==> src/rtl/adler_pkg.sv <==
// Shared constants and state encoding for the wide Adler-32 engine.
package adler_pkg;

    localparam logic [15:0] ADLER_MOD  = 16'd65521;
    localparam logic [31:0] ADLER_INIT = 32'h0000_0001;

    typedef enum logic {
        IDLE  = 1'b0,
        ACCUM = 1'b1
    } state_t;

endpackage

==> src/rtl/adler_mod65521.sv <==
// Combinational reduction of a 24-bit partial sum to its residue mod 65521.
module adler_mod65521
    import adler_pkg::*;
(
    input  logic [23:0] x,
    output logic [15:0] y
);

    logic [16:0] fold1;
    logic [16:0] fold2;

    // 2^16 mod 65521 = 15, so the upper byte folds back in with weight 15
    always_comb begin
        fold1 = 17'(x[23:16]) * 17'd15 + 17'(x[15:0]);
        fold2 = 17'(fold1[15:0]) + (fold1[16] ? 17'd15 : 17'd0);
        if (fold2 >= 17'(ADLER_MOD)) begin
            y = 16'(fold2 - 17'(ADLER_MOD));
        end else begin
            y = fold2[15:0];
        end
    end

endmodule

==> src/rtl/adler32_wide.sv <==
// Adler-32 checksum engine accepting NBYTES bytes per beat, with seedable A/B.
module adler32_wide
    import adler_pkg::*;
#(
    parameter int NBYTES = 4,
    parameter int CW     = $clog2(NBYTES) + 1
) (
    input  logic                  clock,
    input  logic                  rst,
    input  logic                  data_valid,
    input  logic [8*NBYTES-1:0]   data,
    input  logic                  last_data,
    input  logic [CW-1:0]         last_count,
    input  logic                  seed_valid,
    input  logic [31:0]           seed,
    output logic                  busy,
    output logic                  checksum_valid,
    output logic [31:0]           checksum
);

    state_t        state;
    state_t        state_next;
    logic [15:0]   a_acc;
    logic [15:0]   b_acc;
    logic          seed_pending;
    logic [31:0]   seed_hold;
    logic [15:0]   a_start;
    logic [15:0]   b_start;
    logic [CW-1:0] nvalid;
    logic [23:0]   byte_sum;
    logic [23:0]   weighted;
    logic [23:0]   a_raw;
    logic [23:0]   b_raw;
    logic [15:0]   a_next;
    logic [15:0]   b_next;

    // A message resumes from the accumulators; a first beat picks seed, pending seed or init
    always_comb begin
        if (state == ACCUM) begin
            a_start = a_acc;
            b_start = b_acc;
        end else if (seed_valid) begin
            {b_start, a_start} = seed;
        end else if (seed_pending) begin
            {b_start, a_start} = seed_hold;
        end else begin
            {b_start, a_start} = ADLER_INIT;
        end
    end

    assign nvalid = last_data ? last_count : CW'(NBYTES);

    // Lane i contributes once to A and (k - i) times to B within the beat
    always_comb begin
        byte_sum = '0;
        weighted = '0;
        for (int i = 0; i < NBYTES; i++) begin
            if (i < int'(nvalid)) begin
                byte_sum = byte_sum + 24'(data[8*i +: 8]);
                weighted = weighted + 24'(data[8*i +: 8]) * 24'(int'(nvalid) - i);
            end
        end
        a_raw = 24'(a_start) + byte_sum;
        b_raw = 24'(b_start) + 24'(nvalid) * 24'(a_start) + weighted;
    end

    adler_mod65521 u_mod_a (.x(a_raw), .y(a_next));
    adler_mod65521 u_mod_b (.x(b_raw), .y(b_next));

    always_ff @(posedge clock or posedge rst) begin
        if (rst) begin
            state <= IDLE;
        end else begin
            state <= state_next;
        end
    end

    always_comb begin
        state_next = state;
        if (data_valid) begin
            state_next = last_data ? IDLE : ACCUM;
        end
    end

    always_comb begin
        busy = (state == ACCUM);
    end

    always_ff @(posedge clock or posedge rst) begin
        if (rst) begin
            a_acc          <= 16'd1;
            b_acc          <= 16'd0;
            seed_pending   <= 1'b0;
            checksum_valid <= 1'b0;
            checksum       <= 32'h0;
        end else begin
            if (data_valid) begin
                a_acc <= a_next;
                b_acc <= b_next;
            end
            checksum_valid <= data_valid & last_data;
            if (data_valid && last_data) begin
                checksum <= {b_next, a_next};
            end
            if (state == IDLE) begin
                if (data_valid) begin
                    seed_pending <= 1'b0;
                end else if (seed_valid) begin
                    seed_pending <= 1'b1;
                end
            end
        end
    end

    // Seed value only matters while seed_pending is set, so it needs no reset
    always_ff @(posedge clock) begin
        if (state == IDLE && !data_valid && seed_valid) begin
            seed_hold <= seed;
        end
    end

endmodule
==> config.mk <==
export PLATFORM = sky130hd
export DESIGN_NAME = adler32_wide
export DESIGN_NICKNAME = d
export VERILOG_FILES = /design/src/rtl/adler_pkg.sv /design/src/rtl/adler_mod65521.sv /design/src/rtl/adler32_wide.sv
export SDC_FILE = /design/constraint.sdc
export NUM_CORES = 1
export LEC_CHECK = 0
export CAP_MARGIN = 20
export CORE_MARGIN = 2
export CORE_UTILIZATION = 55
export CTS_CLUSTER_DIAMETER = 100
export DETAILED_ROUTE_END_ITERATION = 10
export GPL_ROUTABILITY_DRIVEN = 0
export PLACE_DENSITY = 0.74
export SKIP_CTS_REPAIR_TIMING = 1
export SLEW_MARGIN = 5
export SYNTH_ARGS = -nofsm -noshare
export SYNTH_HDL_FRONTEND = slang
export SYNTH_HIERARCHICAL = 1
export SYNTH_SLANG_ARGS = --single-unit
==> constraint.sdc <==
create_clock -name clock -period 14.78 [get_ports clock]
set_clock_uncertainty 0.15 [all_clocks]
set_input_delay 2.956 -clock clock [delete_from_list [all_inputs] [get_ports clock]]
set_output_delay 2.956 -clock clock [all_outputs]
set_load 0.02 [all_outputs]
==> impl_metrics.py, run 1 <==
metrics = {
    "sta": {
        "min_period_ns": 18.56,
        "fin_crit_sh_pct": 126,
        "setup_viol": 32,
        "maxSlewHeadroom_pct": 30.4,
        "whs_ns": 0.361,
        "slew_viol_final": 0,
        "hold_violations": 0,
        "tightest_slew_ns": 1.04,
        "max_freq_mhz": 53.9,
        "layout_setup_ws_ns": -3.78,
        "rsz0062_at_grt": "yes",
    },
    "worst_setup_path": {
        "critPathMostFrequentCell": "fa_1",
        "critPathKind": "in2reg",
        "worst_path_max_delay_cell": "or4_4",
        "cp-end-kind": "flip-flop",
        "cp_num_buf_inv": 11,
        "cp_data_required_time_ns": 14.86,
        "startpoint_type": "primary input",
        "cp.arrival_ns": 18.64,
        "critPathMaxStageDelay_ns": 0.61,
        "crit_path_max_fanout": 4,
        "crit_family": "adder cells",
    },
    "detailed_routing": {
        "drt_iter0_markers": 1601,
        "wl_per_cell_um": 18.3,
        "drc": 0,
        "vias_per_cell": 5.82,
        "dr.pass1.iters": 7,
        "vias": 20700,
        "drtAntennaViolNets": 0,
        "wirelength_um": 65300,
    },
    "synthesis": {
        "ys_seq_area_share_pct": 13.0,
        "synth_cell_types": 128,
        "synth.cell_area_um2": 20300,
        "synth_top_family_by_area": "adder cells",
        "synth_mux_area_share_pct": 4.53,
        "synth-compound-area-share_pct": 19.7,
        "ys.flop_type": "dfrtp_1",
        "synthAdderAreaFrac_pct": 30.1,
        "yosys_warnings": 6,
        "ys_async_sr_fraction_pct": 67.7,
        "synthXorXnorAreaFrac_pct": 7.69,
        "yosys.area_share.simple_pct": 17.4,
        "syn_area_per_cell_um2": 8.31,
        "ys_ff_latch": 99,
        "synth_edf_count": 32,
        "syn_inst": 2436,
    },
    "die": {
        "core_region_area_um2": 36400,
        "die_h_um": 196,
        "die_x_um": 196,
        "fp-row-count": 70,
        "ioPinCount": 106,
        "dieArea_um2": 38400,
        "start_util_pct": 55.6,
    },
    "clock_network": {
        "insertion_delay_ns": 0.35,
        "cts_buffers": 9,
        "root_buffer": "clkbuf_16",
        "clk_pin_slew_ns": 0.07,
        "htree_levels": 3,
        "cts_tree": "yes",
        "cts.sinks": 99,
        "clock_path_buffers": 2,
    },
    "placement": {
        "place_hpwl_um": 51400,
        "io_buffer_count": 105,
    },
    "status": {
        "violations": "negative setup slack",
        "status": "finished, violations left",
    },
    "global_routing": {
        "grt_start_max_net_pins": 69,
        "grt_remaining_overflow": 0,
        "grt_pass1_wl_um": 101000,
        "track_usage_pct": 32.3,
        "antenna_found_initial": 2,
        "grt_pass1_vias": 20600,
    },
    "cells_and_area": {
        "multiInputGateArea_um2": 17200,
        "regArea_um2": 2640,
        "fin_nets": 3558,
        "drive_above_1_share_pct": 29.2,
        "nFillCells": 2449,
        "syn2layout_area_growth_pct": 35.1,
    },
    "run": {
        "maxCapViolCount": 0,
    },
    "min_path": {
        "min_path_type": "reg2reg",
    },
}
placed cells by master, fill, tap and decap left out, types with 32 or more instances in the layout:
cell type / instances
inv_1: 319
clkdlybuf4s50_1: 101
a21o_1: 47
o21ai_0: 104
dfrtp_1: 65
nor2_1: 167
and2_1: 45
mux2_2: 58
a21oi_1: 121
buf_4: 564
nand2_1: 218
nor3_1: 38
ha_1: 237
edfxtp_1: 32
xnor2_1: 115
xor2_1: 42
fa_1: 142
synth_stat cells (6+ instances only):
cell | count | area [um2]
inv_1 | 326 | 1220
ha_1 | 259 | 3240
nand2_1 | 229 | 860
nor2_1 | 183 | 687
fa_1 | 143 | 2860
a21oi_1 | 140 | 701
xnor2_1 | 120 | 1050
o21ai_0 | 118 | 591
mux2_2 | 75 | 845
dfrtp_1 | 66 | 1650
a21o_1 | 47 | 353
and2_1 | 46 | 288
xor2_1 | 46 | 403
nor3_1 | 45 | 225
clkbuf_1 | 44 | 165
edfxtp_1 | 32 | 961
nand2b_1 | 32 | 200
nand3_1 | 32 | 160
a22oi_1 | 31 | 233
nor2b_1 | 28 | 175
o21bai_1 | 26 | 195
o21a_1 | 25 | 188
and3_1 | 24 | 150
a211oi_1 | 23 | 173
a31oi_1 | 16 | 100
or2_2 | 16 | 100
o211ai_1 | 14 | 105
o21ai_1 | 13 | 65.1
o31ai_1 | 13 | 97.6
buf_1 | 8 | 30.0
a211o_1 | 7 | 61.3
nand4_1 | 7 | 43.8
nor4_1 | 7 | 43.8
or4_1 | 7 | 52.6
a311oi_1 | 6 | 52.6
o22ai_1 | 6 | 37.5
final cells by class:
cell class / count / area share (%)
multi-input combinational: 1964 / 62.8
timing repair buffer: 680 / 19.8
sequential: 99 / 9.65
inverter: 330 / 4.54
tap: 468 / 2.14
clock buffer: 10 / 0.873
clock inverter: 6 / 0.160
antenna: 1 / 0.00914
registers in the layout, indices dropped and copies added (netlist names):
| signal | cells |
|---|---|
| seed_pending | 1 |
| checksum | 32 |
| checksum_valid | 1 |
| busy | 1 |
| seed_hold | 32 |
| a_acc | 16 |
| b_acc | 16 |
path summary, 6_finish.rpt:
check | endpoint | slack, ns | cells past startpoint | startpoint
worst max-delay path | checksum[23]$_DFFE_PP0P_ | -3.78 | 76 | last_count[2]
worst min-delay path | a_acc[6]$_DFFE_PP0P_ | 0.36 | 1 | a_acc[6]$_DFFE_PP0P_
worst max register to register | checksum[23]$_DFFE_PP0P_ | 2.91 | 47 | busy$_DFFE_PP0P_
worst min register to register | a_acc[6]$_DFFE_PP0P_ | 0.36 | 1 | a_acc[6]$_DFFE_PP0P_
max in group asynchronous | busy$_DFFE_PP0P_ | 10.80 | 3 | rst
min in group asynchronous | b_acc[12]$_DFFE_PP0P_ | 3.06 | 3 | rst
per-stage QoR:
step	cell area, um2	utilization (%)	worst slack, ns	TNS, ns	instances
final	27400	75.1	-3.78	-118.62	3558
after detailed placement	26200	71.8	-4.42	-149.30	3512
after floorplan	20700	-	-3.61	-108.25	2455
after global placement	26200	71.8	-4.04	-130.35	3512
after global routing	27400	75.1	-4.36	-136.31	3557
after CTS	26400	72.6	-4.15	-131.64	3528
metal layers:
metal | vias to the layer above | wire, um | GRT usage [%]
li1 | 9639 | - | -
met1 | 9981 | 26400 | 42.0
met4 | 0 | 2530 | 10.0
met2 | 903 | 31600 | 56.7
met3 | 193 | 4720 | 3.13
met5 | - | 0 | 0
kinds of logic after synthesis:
kind of cell	after synthesis
simple gates	714
compound gates	574
fa+ha+maj	402
buf+inv	392
xor+xnor	172
flops	99
mux	81
other cells	2
Power of run 1 is left out: the tool's default activity adds up to more than one toggle a clock period on the data nets, which glitch-free logic cannot reach.
==> inputs of run 2 (changes only) <==
Settings changed: ABC_CLOCK_PERIOD_IN_PS set to 14780, SLEW_MARGIN 5 to unset.
==> results of run 2 <==
The final DEF is identical to that of run 1; final timing and power are the same.
Power of run 2 is left out for the same reason.
